`src/rtl/uart_rx_pkg.sv`:
```
// Shared definitions for the UART receiver: FSM state encoding, frame
// geometry and the clocks-per-bit derivation (reused by the future uart_tx).
package uart_rx_pkg;

  // Receiver states; BREAK parks the FSM while the line is held low after a bad stop bit
  typedef enum logic [2:0] {
    ST_IDLE  = 3'd0,
    ST_START = 3'd1,
    ST_DATA  = 3'd2,
    ST_STOP  = 3'd3,
    ST_BREAK = 3'd4
  } rx_state_e;

  localparam int unsigned DATA_BITS = 32'd8;

  // Clocks per bit period, truncated (50 MHz / 115200 -> 434)
  function automatic int unsigned clks_per_bit(input int unsigned clk_hz,
                                               input int unsigned baud);
    return clk_hz / baud;
  endfunction

endpackage

```
`src/rtl/uart_rx_sync.sv`:
```
// Two-flop synchroniser for the asynchronous rx pin. Both stages reset to 1
// so a reset never looks like a start edge.
module uart_rx_sync (
  input  logic clk,
  input  logic rst,
  input  logic d,
  output logic q
);

  logic meta_r;

  // Two-stage capture of the asynchronous input, idle level high
  always_ff @(posedge clk) begin
    if (rst) begin
      meta_r <= 1'b1;
      q      <= 1'b1;
    end else begin
      meta_r <= d;
      q      <= meta_r;
    end
  end

endmodule

```
`src/rtl/uart_rx.sv`:
```
// 8N1 UART receiver. Detects the start edge on the synchronised line, samples
// every bit at mid-bit and hands each byte to the core through a one-byte
// holding register with a valid/ready handshake. Framing errors and overruns
// are reported as single-clock pulses.
module uart_rx
  import uart_rx_pkg::*;
#(
  parameter int unsigned CLK_HZ = 32'd50000000,
  parameter int unsigned BAUD   = 32'd115200
) (
  input  logic                 clk,
  input  logic                 rst,
  input  logic                 rx,
  output logic [DATA_BITS-1:0] data_o,
  output logic                 valid_o,
  input  logic                 ready_i,
  output logic                 frame_err_o,
  output logic                 overrun_o,
  output logic                 busy_o
);

  localparam int unsigned CLKS_PER_BIT = clks_per_bit(CLK_HZ, BAUD);
  localparam int unsigned CNT_W        = $clog2(CLKS_PER_BIT);
  // START checks at half a bit so every later full-bit step lands mid-bit
  localparam logic [CNT_W-1:0] CNT_HALF = CNT_W'(CLKS_PER_BIT / 32'd2 - 32'd1);
  localparam logic [CNT_W-1:0] CNT_LAST = CNT_W'(CLKS_PER_BIT - 32'd1);
  localparam logic [CNT_W-1:0] CNT_ONE  = CNT_W'(32'd1);
  localparam logic [2:0]       IDX_LAST = 3'(DATA_BITS - 32'd1);

  logic                 rx_s;
  rx_state_e            state_r;
  logic [CNT_W-1:0]     cnt_r;
  logic [2:0]           idx_r;
  logic [DATA_BITS-1:0] shift_r;
  logic                 done_r;   // good stop bit seen; byte delivered next clock

  uart_rx_sync u_sync (
    .clk (clk),
    .rst (rst),
    .d   (rx),
    .q   (rx_s)
  );

  // Frame FSM: start qualification, mid-bit sampling, stop check, break wait
  always_ff @(posedge clk) begin
    if (rst) begin
      state_r     <= ST_IDLE;
      cnt_r       <= '0;
      idx_r       <= 3'd0;
      shift_r     <= '0;
      done_r      <= 1'b0;
      frame_err_o <= 1'b0;
      busy_o      <= 1'b0;
    end else begin
      done_r      <= 1'b0;
      frame_err_o <= 1'b0;
      case (state_r)
        ST_IDLE: begin
          cnt_r <= '0;
          if (!rx_s) begin
            state_r <= ST_START;
            busy_o  <= 1'b1;
          end else begin
            busy_o  <= 1'b0;
          end
        end
        ST_START: begin
          if (cnt_r == CNT_HALF) begin
            cnt_r <= '0;
            if (!rx_s) begin
              state_r <= ST_DATA;
              idx_r   <= 3'd0;
            end else begin
              // Line back high at mid start bit: a glitch, not a frame
              state_r <= ST_IDLE;
              busy_o  <= 1'b0;
            end
          end else begin
            cnt_r <= cnt_r + CNT_ONE;
          end
        end
        ST_DATA: begin
          if (cnt_r == CNT_LAST) begin
            cnt_r   <= '0;
            shift_r <= {rx_s, shift_r[DATA_BITS-1:1]};
            if (idx_r == IDX_LAST) begin
              state_r <= ST_STOP;
            end else begin
              idx_r <= idx_r + 3'd1;
            end
          end else begin
            cnt_r <= cnt_r + CNT_ONE;
          end
        end
        ST_STOP: begin
          if (cnt_r == CNT_LAST) begin
            cnt_r <= '0;
            if (rx_s) begin
              done_r  <= 1'b1;
              state_r <= ST_IDLE;
              busy_o  <= 1'b0;
            end else begin
              frame_err_o <= 1'b1;
              state_r     <= ST_BREAK;
            end
          end else begin
            cnt_r <= cnt_r + CNT_ONE;
          end
        end
        ST_BREAK: begin
          cnt_r <= '0;
          if (rx_s) begin
            state_r <= ST_IDLE;
            busy_o  <= 1'b0;
          end else begin
            state_r <= ST_BREAK;
          end
        end
        default: begin
          state_r <= ST_IDLE;
          cnt_r   <= '0;
          busy_o  <= 1'b0;
        end
      endcase
    end
  end

  // Holding register: load on delivery when free or being drained, else flag overrun
  always_ff @(posedge clk) begin
    if (rst) begin
      data_o    <= '0;
      valid_o   <= 1'b0;
      overrun_o <= 1'b0;
    end else begin
      overrun_o <= 1'b0;
      if (done_r) begin
        if (!valid_o || ready_i) begin
          data_o  <= shift_r;
          valid_o <= 1'b1;
        end else begin
          // Old byte is kept; the new one is lost
          overrun_o <= 1'b1;
        end
      end else if (valid_o && ready_i) begin
        valid_o <= 1'b0;
      end else begin
        valid_o <= valid_o;
      end
    end
  end

endmodule

```
`config.mk`:
```
export PLATFORM = sky130hd
export DESIGN_NAME = uart_rx
export DESIGN_NICKNAME = d
export VERILOG_FILES = /design/src/rtl/uart_rx_pkg.sv /design/src/rtl/uart_rx_sync.sv /design/src/rtl/uart_rx.sv
export SDC_FILE = /design/constraint.sdc
export NUM_CORES = 1
export LEC_CHECK = 0
export CAP_MARGIN = 40
export CORE_UTILIZATION = 40
export CTS_CLUSTER_SIZE = 12
export DETAILED_ROUTE_END_ITERATION = 7
export GPL_ROUTABILITY_DRIVEN = 0
export PLACE_DENSITY_LB_ADDON = 0.08
export SETUP_SLACK_MARGIN = 0.2
export SYNTH_ARGS = -nofsm -noshare
export SYNTH_HDL_FRONTEND = slang
export SYNTH_SLANG_ARGS = --single-unit
```
`constraint.sdc`:
```
create_clock -name clk -period 3.7 [get_ports clk]
set_input_delay 0.74 -clock clk [delete_from_list [all_inputs] [get_ports clk]]
set_output_delay 0.74 -clock clk [all_outputs]
set_load 0.01 [all_outputs]
```
=== Word level (Yosys, flattened, before mapping) ===
Index checks and enable logic that the tools add are counted.

* Flip-flop bits (word level): 38

* Multiplexer cells: 26
* Bitwise gates (word level): 4
* $add $sub $neg: 2
* Reduce and logical (&&, ||, !) cells: 15
* Equal/unequal tests: 15

{| class="wikitable"
|+ Operator list
! kind !! count
|-
| $mux W3 || 10
|-
| $mux W9 || 2
|-
| $pmux W9 S2 || 1
|-
| $pmux W3 S5 || 1
|-
| $ne A2 B2 Y1 const B || 7
|-
| $reduce_and A5 Y1 || 2
|-
| $add A9 B1 Y9 const B || 1
|-
| $eq A9 B8 Y1 const B || 1
|-
| $eq A9 B9 Y1 const B || 1
|-
| $mux W1 || 9
|-
| $eq A3 B2 Y1 const B || 2
|-
| $eq A3 B3 Y1 const B || 2
|-
| $pmux W3 S2 || 1
|-
| $reduce_and A2 Y1 || 3
|-
| $pmux W1 S5 || 1
|-
| $not A1 Y1 || 4
|-
| $reduce_bool A2 Y1 || 2
|-
| $reduce_or A2 Y1 || 2
|-
| $add A3 B1 Y3 const B || 1
|-
| $eq A3 B1 Y1 const B || 1
|-
| $logic_not A3 Y1 || 1
|-
| $reduce_and A3 Y1 || 1
|-
| $reduce_or A3 Y1 || 1
|-
| $mux W2 || 1
|-
| other kinds (4) || 4
|}

=== Depth between registers and ports, before layout ===
* Depth after elaboration: 4
* Mapped depth: 6
* Mapped depth without buffers: 6

=== Hierarchy ===
Synthesis repeated with hierarchy kept, for this count alone.

* Cells, all modules: 174
* Area, all modules: 1681.6 um^2

{| class="wikitable"
|+ Modules (own cells, without submodules)
! module !! seq. area each (um^2) !! cells an instance !! times used !! area an instance (um^2)
|-
| uart_rx || 720.7 || 170 || 1 || 1629.1
|-
| uart_rx_sync || 40.0 || 4 || 1 || 52.6
|}

=== Worst setup path after synthesis ===
OpenSTA, ideal clock, no wires.

* Path kind: register to register
* Start: register cnt_r[0]
* End: register state_r[1]
* Clock period less this slack: 1.569 ns
* Slack: 2.131 ns
* Required time: 3.629 ns
* Library setup time: 0.071 ns
* Cell stages (with the launch flop): 7
* Data arrival time: 1.498 ns
* Cell sequence: dfxtp_1 -> inv_1 -> ha_1 -> nand4bb_4 -> o21a_1 -> or4b_1 -> a21oi_1

* Cells in the longest elaborated chain, start to end: 3
* Elaborated cells between the ends (all ways): 6

{| class="wikitable"
|+ RTL lines
! what !! RTL line !! text
|-
| start: declaration || uart_rx.sv:32 || <nowiki>logic [CNT_W-1:0] cnt_r;</nowiki>
|-
| start signal: assignment || uart_rx.sv:79 || <nowiki>cnt_r <= cnt_r + CNT_ONE;</nowiki>
|-
| start signal: assignment || uart_rx.sv:92 || <nowiki>cnt_r <= cnt_r + CNT_ONE;</nowiki>
|-
| start signal: assignment || uart_rx.sv:107 || <nowiki>cnt_r <= cnt_r + CNT_ONE;</nowiki>
|-
| $eq A9 B9 Y1 / $eq A9 B8 Y1 (equally long branches) || uart_rx.sv:83, uart_rx.sv:96, uart_rx.sv:68 ||
|-
| $ne A2 B2 Y1 (no source line) || - ||
|-
| $reduce_and A5 Y1 (no source line) (*) || - ||
|-
| end signal: assignment || uart_rx.sv:87 || <nowiki>state_r <= ST_STOP;</nowiki>
|-
| end signal: assignment || uart_rx.sv:100 || <nowiki>state_r <= ST_IDLE;</nowiki>
|-
| end signal: assignment || uart_rx.sv:104 || <nowiki>state_r <= ST_BREAK;</nowiki>
|-
| end: declaration || uart_rx.sv:31 || <nowiki>rx_state_e state_r;</nowiki>
|}

Every way passes the cells marked *; elsewhere a longest branch is shown, timed or not.
A chain may end at the register's enable or synchronous reset.

==> metrics <==
most common cell in the netlist dfxtp_1; Slowest cell on crit path clkdlybuf4s50_1; type of origin of the critical path primary input; Combinational Power Share 0.022; I/O pin cnt 16; Reg clk slew, reported paths about 0.07 ns; switch share 0.194; Final min period ~2.1 ns; H-tree Lvls 2; Synth Flop Type dfxtp_1; total core area roughly 0.004 sq mm; Tcrit/Tclk final 0.581; Seq pwr share 0.483; antenna-violating nets left 0; Clock Sinks 38; Mapped Cells around 180; Syn Nets roughly 180; Die Y about 67 um; Hold-fix buffers, CTS 0; setup TNS 0 ns; syn avg cell area between 9 and 10 sq um; WL per Instance approximately 13 um; dpl hpwl around 2200 um; mapped cell area roughly 0.0017 sq mm; drt first pass iters 4; MaxCap Viol Count 0; die area around 0.0044 sq mm; first-pass GRT wire length around 5200 um; buffers inserted by post-CTS timing repair 0; Post-synth EDFFs 0; WL final ~3000 um; WP buf/inv 2; slack of the critical path approximately 1.6 ns; CP arrival about 2.4 ns; fin. max-slew vios 0; unrepaired setup endpoints after global routing false; root buf cell clkbuf_8; final count of hold timing violations 0; Residual DRC 0; top cells by area, synth dfxtp_1, mux2i_1, nor2_1; Critical Path Max Stage Delay approximately 0.73 ns; relative slew slack 0.583; Ys Warns 0; ant diodes 0; Setup WS pre-CTS 1.21 ns; outcome completed; number of synthesized register bits 38; Via density ~5.1; Die Wd 66.6 um; initial drt markers 43; Setup Viol. Count Final 0; Total Routing Usage GR 0.161; share of cells above drive strength 1 0.115; FFs w/ async S/R, synth 0; initial core utilization 0.417; Critical Setup Path Class in2reg; top cell type's share of synthesized area 0.456; CP Cell Sequence clkdlybuf4s50_1, buf_4, nor3_1, o21ai_2, nor2_1; synth unique cells between 40 and 50; vias between 1000 and 1500; clock buffer depth 2; nets@finish 200; CTS tree yes; critical path data required time slightly below 4 ns; CP Max Fanout 19; Peak Freq about 470 MHz; switching power total ~170 uW; leading area contributor after synthesis dfxtp_1; vias in the first global route roughly 1100; Power Dens Cells 429 mW/mm^2; Worst setup EP type register; Clock Skew between 0.009 and 0.01 ns; Slew @ Worst Pin 0.624 ns; port bufs 15; initial antenna violation count 0; area grow syn2layout 19.6%; Clock power frac 0.495; Clk Latency, worst-skew pair 0.29 ns; Peak supply drop approximately 0.24 mV; Seq/Total Area, Yosys 0.456; total grt overflow 0; commonest cells in the netlist dfxtp_1, nor2_1, mux2i_1; P_leak around 0.0008 uW; # resized after CTS 0; hold crit path type reg2reg; Internal 689 uW; Core Rows 23; CTS Buf Count 5; largest net degree at the start of global routing 20; CP top delay family buffers and inverters
==> metal layers <==
metal | track usage | vias to the layer above | part of all wire | wire length [um]
met5 | 0 | - | 0 | 0
met4 | 0.0851 | 0 | 0.021 | 64
met3 | 0.0531 | 4 | 0.044 | 132
met2 | 0.226 | 23 | 0.43 | 1300
met1 | 0.214 | 573 | 0.50 | 1530
li1 | - | 639 | - | -
==> worst reg2reg max path: stages, from the launching register on <==
cell     delay (ns)
dfxtp_1        0.50
nor3b_2        0.46
nand3_2        0.35
mux2i_1        0.24
nor2_1         0.05
==> power by group through the flow <==
stage	clock network (uW)	logic, uW	registers [uW]
finish	423	18.9	412
global route	451	21.2	413
CTS	433	19.0	412
detailed placement	0	18.9	422
global placement	0	18.6	422
floorplan	0	13.2	421
==> final cells by class <==
class | count | area, sq um
flip-flops and latches | 38 | 761
multi-input cells | 122 | 845
fillers | 383 | 2010
clock buffers | 5 | 68.8
inverters | 8 | 30.0
well taps | 50 | 62.6
clock inverters | 3 | 68.8
repair buffers | 16 | 158
==> kinds of logic (layout without fill, tap and decap cells) <==
| logic type | Yosys count | count (layout) | synth area share |
|---|---|---|---|
| compound gates | 23 | 23 | 0.0961 |
| xor+xnor | 7 | 7 | 0.0368 |
| fa+ha+maj | 5 | 5 | 0.0375 |
| buf+inv | 15 | 32 | 0.0368 |
| mux | 16 | 16 | 0.0961 |
| flops | 38 | 38 | 0.456 |
| simple gates | 71 | 71 | 0.240 |
==> path summary, 6_finish.rpt <==
check                     start         end  slack (ns)  cells after the start
setup / recovery            rst    cnt_r[2]        1.55                      5
hold / removal    u_sync.meta_r    u_sync.q        0.41                      1
setup reg to reg     state_r[1]  shift_r[4]        1.96                      4
hold reg to reg   u_sync.meta_r    u_sync.q        0.41                      1
==> cells in the final DEF, fill, tap and decap left out, types with 2 or more instances in the layout <==
cell / count
mux2i_1: 16
nor4_1: 2
or2_2: 4
and3_1: 3
o21ai_0: 4
o31ai_1: 2
xnor2_1: 6
bufinv_16: 2
a21oi_1: 7
nor3_1: 4
inv_1: 8
clkbuf_8: 5
nand2_1: 4
clkdlybuf4s50_1: 15
o311ai_0: 2
nand4_1: 2
nand3_1: 6
ha_1: 5
dfxtp_1: 38
nor2_1: 32
o21ai_2: 2
==> registers in the layout, indices dropped and copies added (netlist names), 3 cells and up <==
register,count
cnt_r,9
data_o,8
state_r,3
idx_r,3
shift_r,8
==> stage by stage <==
stage	instances	power, uW	util	hold WS (ns)	area, sq um
2_1_floorplan	175	434	-	0.389	1670
3_3_place_gp	234	440	0.464	0.393	1860
3_5_place_dp	234	441	0.464	0.397	1860
4_1_cts	242	864	0.498	0.416	1990
5_1_grt	242	884	0.498	0.443	1990
6_report	242	854	0.498	0.414	1990
Note: power is estimated with default switching activity, not from simulation.
